<file path="src/rtl/mips_bus_pkg.sv">
// mips_bus_pkg
// Shared types and constants for the memory-bus arbiter in the bus variant
// of the MIPS core.
//   arb_state_t : arbiter sequencing states
//   arb_owner_t : which requester owns the current bus transaction
//   BE_ALL      : byte enable used for every instruction fetch
//   word_align  : clears the byte offset of a byte address
package mips_bus_pkg;

    typedef enum logic [1:0] {
        IDLE   = 2'd0,
        BUS    = 2'd1,
        RDWAIT = 2'd2,
        DONE   = 2'd3
    } arb_state_t;

    typedef enum logic {
        OWN_I = 1'b0,
        OWN_D = 1'b1
    } arb_owner_t;

    localparam logic [3:0] BE_ALL = 4'b1111;

    function automatic logic [31:0] word_align(input logic [31:0] byte_addr);
        return byte_addr & ~32'h0000_0003;
    endfunction

endpackage

</file>
<file path="src/rtl/mips_mem_arbiter.sv">
// mips_mem_arbiter
// Shares one Avalon-style memory master between the instruction-fetch
// requester (i_*) and the data load/store requester (d_*). Data has fixed
// priority over fetch. One transaction at a time is sequenced through
// IDLE -> BUS -> (RDWAIT) -> DONE -> IDLE.
// Ports:
//   clk, reset                 clock, synchronous active-high reset
//   i_req, i_addr              fetch request (level) and byte address
//   i_rdata, i_valid           registered fetch data, one-cycle done pulse
//   d_read, d_write, d_addr,
//   d_wdata, d_byteen          data request (level), address, store data, byte enables
//   d_rdata, d_valid           registered load data, one-cycle done pulse
//   m_address, m_read, m_write,
//   m_writedata, m_byteenable  memory master command outputs (all from registers)
//   m_waitrequest, m_readdata  memory stall and read data (read latency 1)
//   busy                       high whenever the arbiter is not IDLE
module mips_mem_arbiter
    import mips_bus_pkg::*;
(
    input  logic        clk,
    input  logic        reset,

    input  logic        i_req,
    input  logic [31:0] i_addr,
    output logic [31:0] i_rdata,
    output logic        i_valid,

    input  logic        d_read,
    input  logic        d_write,
    input  logic [31:0] d_addr,
    input  logic [31:0] d_wdata,
    input  logic [3:0]  d_byteen,
    output logic [31:0] d_rdata,
    output logic        d_valid,

    output logic [31:0] m_address,
    output logic        m_read,
    output logic        m_write,
    output logic [31:0] m_writedata,
    output logic [3:0]  m_byteenable,
    input  logic        m_waitrequest,
    input  logic [31:0] m_readdata,

    output logic        busy
);

    arb_state_t  state_q,   state_d;
    arb_owner_t  owner_q,   owner_d;
    logic        write_q,   write_d;
    logic [31:0] addr_q,    addr_d;
    logic [31:0] wdata_q,   wdata_d;
    logic [3:0]  byteen_q,  byteen_d;
    logic [31:0] i_rdata_q, i_rdata_d;
    logic [31:0] d_rdata_q, d_rdata_d;

    always_comb begin
        state_d   = state_q;
        owner_d   = owner_q;
        write_d   = write_q;
        addr_d    = addr_q;
        wdata_d   = wdata_q;
        byteen_d  = byteen_q;
        i_rdata_d = i_rdata_q;
        d_rdata_d = d_rdata_q;

        case (state_q)
            IDLE: begin
                // Data side wins; a simultaneous read+write request is a write.
                if (d_read || d_write) begin
                    owner_d  = OWN_D;
                    write_d  = d_write;
                    addr_d   = word_align(d_addr);
                    wdata_d  = d_wdata;
                    byteen_d = d_byteen;
                    state_d  = BUS;
                end else if (i_req) begin
                    owner_d  = OWN_I;
                    write_d  = 1'b0;
                    addr_d   = word_align(i_addr);
                    wdata_d  = 32'h0;
                    byteen_d = BE_ALL;
                    state_d  = BUS;
                end
            end
            BUS: begin
                // Command registers are untouched here, so the bus stays
                // stable for as long as the slave stalls.
                if (!m_waitrequest) begin
                    state_d = write_q ? DONE : RDWAIT;
                end
            end
            RDWAIT: begin
                // Slave returns read data exactly one cycle after acceptance.
                if (owner_q == OWN_D) begin
                    d_rdata_d = m_readdata;
                end else begin
                    i_rdata_d = m_readdata;
                end
                state_d = DONE;
            end
            DONE: begin
                state_d = IDLE;
            end
            default: begin
                state_d = IDLE;
            end
        endcase
    end

    always_ff @(posedge clk) begin
        if (reset) begin
            state_q   <= IDLE;
            owner_q   <= OWN_I;
            write_q   <= 1'b0;
            addr_q    <= 32'h0;
            wdata_q   <= 32'h0;
            byteen_q  <= 4'h0;
            i_rdata_q <= 32'h0;
            d_rdata_q <= 32'h0;
        end else begin
            state_q   <= state_d;
            owner_q   <= owner_d;
            write_q   <= write_d;
            addr_q    <= addr_d;
            wdata_q   <= wdata_d;
            byteen_q  <= byteen_d;
            i_rdata_q <= i_rdata_d;
            d_rdata_q <= d_rdata_d;
        end
    end

    // Everything below is decoded from registers only; no input reaches m_*.
    assign m_read       = (state_q == BUS) && !write_q;
    assign m_write      = (state_q == BUS) &&  write_q;
    assign m_address    = addr_q;
    assign m_writedata  = wdata_q;
    assign m_byteenable = byteen_q;

    assign i_valid = (state_q == DONE) && (owner_q == OWN_I);
    assign d_valid = (state_q == DONE) && (owner_q == OWN_D);
    assign i_rdata = i_rdata_q;
    assign d_rdata = d_rdata_q;
    assign busy    = (state_q != IDLE);

endmodule

</file>
<file path="config.mk">
export PLATFORM = sky130hd
export DESIGN_NAME = mips_mem_arbiter
export DESIGN_NICKNAME = d
export VERILOG_FILES = /design/src/rtl/mips_bus_pkg.sv /design/src/rtl/mips_mem_arbiter.sv
export SDC_FILE = /design/constraint.sdc
export NUM_CORES = 1
export LEC_CHECK = 0
export ABC_AREA = 1
export ABC_CLOCK_PERIOD_IN_PS = 1700
export BUFFER_PORTS_ARGS = -buffer_cell sky130_fd_sc_hd__buf_2
export CAP_MARGIN = 20
export CORE_MARGIN = 1
export CORE_UTILIZATION = 30
export CTS_CLUSTER_SIZE = 10
export DETAILED_ROUTE_END_ITERATION = 8
export SLEW_MARGIN = 10
export SYNTH_ARGS = -nofsm -noshare
export SYNTH_HDL_FRONTEND = slang
export SYNTH_SLANG_ARGS = --single-unit
</file>
<file path="constraint.sdc">
create_clock -name clk -period 1.7 [get_ports clk]
set_input_delay 0.17 -clock clk [delete_from_list [all_inputs] [get_ports clk]]
set_output_delay 0.17 -clock clk [all_outputs]
set_load 0.05 [all_outputs]
</file>
==> results of run 1 <==
-- how the worst min path moves through the flow --
stage,start,to,depth (start not counted)
after floorplan,m_readdata[0],i_rdata[0],2
after global placement,m_readdata[4],i_rdata[4],3
after detailed placement,m_readdata[25],i_rdata[25],3
after CTS,m_readdata[21],i_rdata[21],3
after global routing,d_wdata[27],m_writedata[27],3
final,m_readdata[16],i_rdata[16],3
-- registers in the layout (all words and copies together) (netlist names) --
name and count:
d_rdata 32, i_rdata 32, m_writedata 32, m_address 30, m_byteenable 4, state_q 2
owner_q 1, write_q 1
-- metrics by stage --
stage / worst slack (ns) / std cells / hold WS, ns
after floorplan: 0.169 / 713 / 0.305
after global placement: 0.199 / 1174 / 0.405
after detailed placement: 0.168 / 1174 / 0.413
after CTS: 0.0359 / 1240 / 0.0000413
after global routing: 0.000201 / 1240 / 0.00279
final: 0.135 / 1240 / 0.00919
-- layer usage --
layer  track usage, %  routed length [um]
met2             31.4                7700
met1             21.4                7150
met5                0                   8
met3             7.42                1560
met4             4.73                 121
-- worst min-delay path, stage by stage --
cell	delay (ns)
buf_2	0.09
nor2_1	0.04
nor2_1	0.08
-- placed cells by master, fill, tap and decap left out, types with 3 or more instances in the layout --
cell type      instances
nor2_1               142
a21oi_1               65
clkinv_4               3
clkbuf_1               3
ha_1                   4
dfxtp_1              134
inv_1                 11
buf_2                267
buf_4                 17
o21ai_0               98
bufinv_16              3
clkbuf_16             17
buf_12                 5
nand2_1              199
dlygate4sd3_1         34
-- power breakdown --
part / leakage, nW / total, mW / internal (mW) / switching (mW)
Clock: 0.288 / 3.75 / 2.35 / 1.40
Sequential: 1.10 / 4.30 / 3.93 / 0.372
Combinational: 2.46 / 6.37 / 1.63 / 4.74
Total: 3.85 / 14.4 / 7.92 / 6.51
-- cell usage after synthesis --
cell type,instances,area (um2)
nand2_1,199,747
nor2_1,143,537
dfxtp_1,134,2680
o21ai_0,98,490
a21oi_1,65,325
clkbuf_1,29,109
buf_2,15,75.1
inv_1,12,45.0
buf_4,5,37.5
ha_1,5,62.6
a21oi_4,1,16.3
conb_1,1,3.75
inv_2,1,3.75
nand2_4,1,11.3
nand3_1,1,5.00
nor2_2,1,6.26
nor2_4,1,11.3
-- area by class of cell --
class                           count  area share (%)
Clock buffer                       21            5.81
Clock inverter                     11            1.94
Multi-Input combinational cell    517            28.7
Inverter                           13           0.630
Tap cell                          220            3.55
Timing Repair Buffer              324            24.7
Sequential cell                   134            34.6
-- what timing repair did --
item,CTS,global route
gates resized for setup,2,1
setup endpoints to repair,1,1
hold buffers,34,0
endpoints found under the hold margin,34,0
-- logic make-up after synthesis --
family / Yosys count / share of synthesized area [%]
adders and majority gates: 5 / 1.21
other: 1 / 0.0726
and+or+nand+nor: 346 / 25.5
buffers and inverters: 62 / 5.23
DFF: 134 / 51.9
AOI/OAI and AO/OA: 164 / 16.1
==> flow_summary.yaml, run 1 <==
power_and_ir_drop:
  peakVddDrop_uv: 932
  power_density_mw_per_mm2: 1860
  power_mw: 14.4
  p_leak_nw: 3.85
job:
  maxCapViolations: 0
placed_design:
  hpwl_um: 11300
  place.gp.congestion: 0.775
  numPortBuffers: 268
  place_area_mm2: 0.00680
worst_hold_path:
  hold_class: "in2reg"
clock_network:
  cts_root_buf: "clkbuf_16"
  clockBufferDepth: 2
  cts-buffers-inserted: 17
  htreeDepth: 4
  post-cts-setup-buffer-count: 0
  cts_sinks: 134
  cts_tree: "yes"
  path_clk_slew_ns: 0.06
  insertion_delay_ns: 0.41
setup_path:
  worstPathCellList: "inv_1 > ha_1 > inv_1 > nor2_1 > buf_2"
  critPathTopFamily: "buffers and inverters"
  rr_endpoint: "d_rdata[5]"
  critPathCaptureType: "primary output"
  cpPeakStageDelay_ns: 0.30
  cpMaxStageDelayCell: "dfxtp_1"
  endpoint: "m_read"
  path_common_cell: "inv_1"
  cp.required_ns: 1.53
  path_buf_inv: 3
  path_class: "reg2out"
  crit_fanout: 4
  startpoint: "state_q[1]"
  arrival_ns: 1.40
  start_kind: "flop"
  rr_worst_depth: 7
  rrSetupSlack_ns: 0.14
  cp.depth: 5
  r2r-start: "state_q[0]"
drt:
  post-route-drc-count: 0
  dr.pass1.iters: 5
  num_vias: 5496
  ant_nets: 0
  drt_iter0_drc: 200
  wl_per_cell_um: 13.3
  route.detailed.vias_per_inst: 4.43
  wl_um: 16500
floorplan:
  dieArea_mm2: 0.0178
  start_util_pct: 30.9
  fp-row-count: 47
  die_y_um: 133
  core-area_mm2: 0.0167
  die_w_um: 133
  ios: 275
yosys:
  yosysSeqAreaShare_pct: 51.9
  synth_seq_cells: 134
  syn_avg_cell_area_um2: 7.26
  synthesis.area_mm2: 0.00517
  synthCells: 712
  synth_warnings: 0
  ys_types: 17
global_route:
  grt_pass1_vias: 5145
  grt-ovfl-total: 0
  antenna_found_initial: 1
  grt_max_degree: 63
  grt_pass1_wl_um: 25800
  grt_usage_pct: 18.4
finish:
  nets: 1150
  stdcell_area_mm2: 0.00775
  antenna_cells: 0
  multi_input_area_mm2: 0.00222
  utilization_pct: 46.4
  n_fill_cell: 1708
  area_growth_pct: 49.9
  seq_area_mm2: 0.00268
  layout-drive-gt1-share_pct: 32.0
timing:
  finalCriticalPeriod_ns: 1.57
  timing.final.max_slew_violations: 0
  max_freq_mhz: 639
  final_hold_viol_count: 0
  setup-tns-final_ns: 0
  skew_ns: 0.00794
  relSlewSlack_pct: 65.9
  finalCritPeriodShare_pct: 92.1
  rsz0062_at_grt: "no"
  setup_viol: 0
  worstMarginPinSlew_ns: 0.511
run_status:
  status: "complete, no violations"
(Power assumes the default switching activity.)
==> inputs of run 2 (changes only) <==
Settings changed: RECOVER_POWER from default to 100.
==> flow_summary.yaml, run 2 (same netlist as run 1, synthesis figures left out) <==
worst_hold_path:
  hold_class: "in2reg"
timing:
  relSlewSlack_pct: 54.3
  timing.final.max_slew_violations: 0
  max_freq_mhz: 639
  holdWs_ns: 0.0115
  worstMarginPinSlew_ns: 0.689
  setup_viol: 0
  finalCritPeriodShare_pct: 92.0
  setup-tns-final_ns: 0
  finalCriticalPeriod_ns: 1.56
  rsz0062_at_grt: "no"
  final_hold_viol_count: 0
  skew_ns: 0.00817
floorplan:
  dieArea_mm2: 0.0178
  fp-row-count: 47
  die_w_um: 133
  die_y_um: 133
  core-area_mm2: 0.0167
  ios: 275
  start_util_pct: 30.9
clock_network:
  htreeDepth: 4
  post-cts-setup-buffer-count: 0
  cts_root_buf: "clkbuf_16"
  clockBufferDepth: 2
  cts_sinks: 134
  cts-buffers-inserted: 17
  cts_tree: "yes"
  insertion_delay_ns: 0.41
  path_clk_slew_ns: 0.06
drt:
  post-route-drc-count: 0
  route.detailed.vias_per_inst: 4.43
  drt_iter0_drc: 174
  wl_um: 16600
  wl_per_cell_um: 13.4
  dr.pass1.iters: 4
  ant_nets: 0
  num_vias: 5490
setup_path:
  cp.required_ns: 1.53
  cpPeakStageDelay_ns: 0.30
  rr_endpoint: "d_rdata[5]"
  arrival_ns: 1.39
  startpoint: "state_q[1]"
  crit_fanout: 4
  path_common_cell: "inv_1"
  start_kind: "flop"
  rrSetupSlack_ns: 0.14
  endpoint: "m_read"
  critPathCaptureType: "primary output"
  r2r-start: "state_q[0]"
  rr_worst_depth: 7
  path_class: "reg2out"
  worstPathCellList: "inv_1 > ha_1 > inv_1 > nor2_1 > buf_2"
  cpMaxStageDelayCell: "dfxtp_1"
placed_design:
  place_inst: 1174
  place.gp.congestion: 0.775
  numPortBuffers: 268
  hpwl_um: 11300
run_status:
  status: "complete, no violations"
power_and_ir_drop:
  p_leak_nw: 3.32
  power_density_mw_per_mm2: 1880
  peakVddDrop_uv: 913
finish:
  area_growth_pct: 46.7
  layout-drive-gt1-share_pct: 19.2
  final_common_cell: "nand2_1"
  final_cell_mix: "nand2_1 (199), nor2_1 (142), buf_2 (137)"
  antenna_cells: 0
  nets: 1150
  fin_cells: 1240
global_route:
  grt_max_degree: 63
  grt_pass1_wl_um: 25800
  grt-ovfl-total: 0
  grt_usage_pct: 18.4
  grt_pass1_vias: 5145
  antenna_found_initial: 1
job:
  maxCapViolations: 0
## run 2: cell count changes in the layout (fill, tap and decap cells not counted), sizes merged
| cell | previous run | this run |
|---|---|---|
| clkbuf | 21 | 151 |
| buf | 290 | 160 |
## run 2: timing repair
| item | CTS | global route |
|---|---|---|
| endpoints found under the setup margin | 1 | 1 |
| hold buffers | 34 | 0 |
| endpoints found under the hold margin | 34 | 0 |
| resized for setup | 2 | 1 |
## run 2: how the worst min path moves through the flow
| stage | startpoint | to | slack (ns) | cells past startpoint |
|---|---|---|---|---|
| after global routing | d_wdata[27] | m_writedata[27] | 0.003 | 3 |
| after global placement | m_readdata[4] | i_rdata[4] | 0.40 | 3 |
| final | m_readdata[16] | i_rdata[16] | 0.01 | 3 |
| after CTS | m_readdata[21] | i_rdata[21] | 0.00004 | 3 |
| after detailed placement | m_readdata[25] | i_rdata[25] | 0.41 | 3 |
| after floorplan | m_readdata[0] | i_rdata[0] | 0.30 | 2 |
## run 2: critical path, delay by kind of cell (launching register included)
family	cells	cell delay [ns]
adders and majority gates	1	0.20
buffers and inverters	3	0.43
and+or+nand+nor	1	0.07
DFF	1	0.30
## run 2: stage by stage
step	cell area, um2	setup slack [ns]	power (mW)	util (%)
after global placement	6800	0.199	10.6	40.7
after floorplan	5170	0.169	8.89	-
after detailed placement	6800	0.168	10.7	40.7
after CTS	7740	0.0359	14.6	46.4
after global routing	7580	0.000201	15.0	45.4
final	7580	0.135	14.2	45.4
## run 2: power by group
part,internal (mW),switching (mW)
clock,2.35,1.39
combinational,1.42,4.75
sequential,3.93,0.393
## run 2: metal layers
metal / GRT usage (%) / vias up / routed length [um] / part of all wire [%]
met5: 0 / - / 8 / 0.048
met1: 21.4 / 2418 / 7250 / 44
met4: 4.73 / 2 / 124 / 0.75
met3: 7.42 / 10 / 1500 / 9.0
li1: - / 2851 / - / -
met2: 31.4 / 209 / 7700 / 46
## run 2: layout make-up
type | count | area (um2)
Multi-Input combinational cell | 517 | 2220
Clock buffer | 21 | 450
Fill cell | 1777 | 9120
Timing Repair Buffer | 324 | 1750
Sequential cell | 134 | 2680
Clock inverter | 11 | 150
Tap cell | 220 | 275
Inverter | 13 | 48.8
==> inputs of run 3 (changes only) <==
Settings changed: ABC_CLOCK_PERIOD_IN_PS 1700 to 1650, CORE_MARGIN 1 to 2.
Clock period 1.7 ns to 1.65 ns, I/O delays scaled along.
==> flow_summary.yaml, run 3 (same netlist as run 1, synthesis figures left out) <==
run_status:
  status: "complete, no violations"
setup_path:
  start_kind: "flop"
  r2r-start: "state_q[1]"
  rr_endpoint: "m_address[17]"
  path_class: "reg2out"
  rrSetupSlack_ns: 0.15
  worstPathCellList: "inv_1 > ha_2 > inv_2 > clkbuf_4"
  rr_worst_depth: 6
  endpoint: "busy"
  cp.required_ns: 1.48
  arrival_ns: 1.37
  cpPeakStageDelay_ns: 0.32
  startpoint: "state_q[1]"
  cpMaxStageDelayCell: "dfxtp_1"
  critPathCaptureType: "primary output"
  crit_fanout: 4
timing:
  worstMarginPinSlew_ns: 0.698
  rsz0062_at_grt: "no"
  finalCriticalPeriod_ns: 1.54
  setup_viol: 0
  timing.final.max_slew_violations: 0
  max_freq_mhz: 651
  finalCritPeriodShare_pct: 93.1
  relSlewSlack_pct: 53.5
  final_hold_viol_count: 0
  setup-tns-final_ns: 0
  skew_ns: 0.00744
finish:
  stdcell_area_mm2: 0.00783
  n_fill_cell: 1779
  multi_input_area_mm2: 0.00222
  nets: 1173
  final_cell_mix: "nand2_1 (200), nor2_1 (142), dfxtp_1 (134)"
  area_growth_pct: 51.4
  layout-drive-gt1-share_pct: 18.6
  final_common_cell: "nand2_1"
  utilization_pct: 46.9
  seq_area_mm2: 0.00268
drt:
  drt_iter0_drc: 195
  post-route-drc-count: 0
  wl_um: 16900
  route.detailed.vias_per_inst: 4.44
  num_vias: 5610
  dr.pass1.iters: 4
  ant_nets: 0
  wl_per_cell_um: 13.4
global_route:
  grt_pass1_wl_um: 26400
  met1_usage_pct: 20.9
  grt_max_degree: 68
  antenna_found_initial: 1
  use_met3_pct: 6.85
  grt_pass1_vias: 5318
  grt-ovfl-total: 0
  top_usage_layer: "met2"
  grt_usage_pct: 18.3
  met2_usage_pct: 30.8
power_and_ir_drop:
  peakVddDrop_uv: 1010
  p_leak_nw: 3.41
  power_density_mw_per_mm2: 1840
floorplan:
  start_util_pct: 30.9
  dieArea_mm2: 0.0183
  die_w_um: 135
  core-area_mm2: 0.0167
  ios: 275
  die_y_um: 135
  fp-row-count: 47
job:
  maxCapViolations: 0
placed_design:
  numPortBuffers: 268
  place_area_mm2: 0.00681
  hpwl_um: 11200
  place.gp.congestion: 0.782
clock_network:
  cts-buffers-inserted: 17
  cts_root_buf: "clkbuf_16"
  path_clk_slew_ns: 0.06
  clockBufferDepth: 2
  insertion_delay_ns: 0.41
  cts_sinks: 134
  post-cts-setup-buffer-count: 0
  cts_tree: "yes"
  htreeDepth: 4
worst_hold_path:
  hold_class: "in2reg"
[run 3: how the worst min path moves through the flow]
stage	slack (ns)	start	to	depth (start not counted)
2_1_floorplan	0.30	m_readdata[0]	i_rdata[0]	2
4_1_cts	0.001	m_readdata[7]	i_rdata[7]	3
3_5_place_dp	0.41	m_readdata[18]	i_rdata[18]	3
5_1_grt	0.01	d_wdata[30]	m_writedata[30]	3
3_3_place_gp	0.40	m_readdata[29]	i_rdata[29]	3
6_report	0.02	m_readdata[7]	i_rdata[7]	3
[run 3: critical path: cells and delay by family (launching register included)]
kind                       cells  cell delay, ns
buffers and inverters          3            0.44
adders and majority gates      1            0.20
DFF                            1            0.32
[run 3: power breakdown]
part | switching, mW | internal, mW | total, mW | leakage [nW]
clock | 1.46 | 2.22 | 3.69 | 0.281
sequential | 0.413 | 4.05 | 4.47 | 1.10
combinational | 4.87 | 1.42 | 6.28 | 2.03
[run 3: final cells by class]
type | count | share of cell area [%]
flip-flops and latches | 134 | 34.3
repair buffers | 347 | 25.7
clock inverters | 11 | 1.47
inverters | 13 | 0.624
well taps | 220 | 3.52
diodes | 1 | 0.0320
multi-input cells | 517 | 28.3
clock buffers | 21 | 6.01
[run 3: per-stage QoR]
stage	hold slack [ns]	instances	total power [mW]	setup slack (ns)
CTS	0.00113	1263	14.9	0.0181
finish	0.0163	1264	14.4	0.114
floorplan	0.300	713	9.16	0.119
global route	0.0139	1263	15.3	0.00954
global placement	0.402	1170	10.9	0.200
detailed placement	0.407	1170	11.0	0.145
[run 3: what timing repair did]
item,4_1_cts,5_1_grt
endpoints found under the hold margin,64,0
pin swaps,0,0
hold buffers,61,0
resized for setup,1,8
endpoints found under the setup margin,1,8
[run 3: routing by layer]
layer / up-vias / part of all wire [%]
li1: 2898 / -
met1: 2481 / 42
met2: 206 / 47
met3: 23 / 9.4
met4: 2 / 1.5
met5: - / 0.095
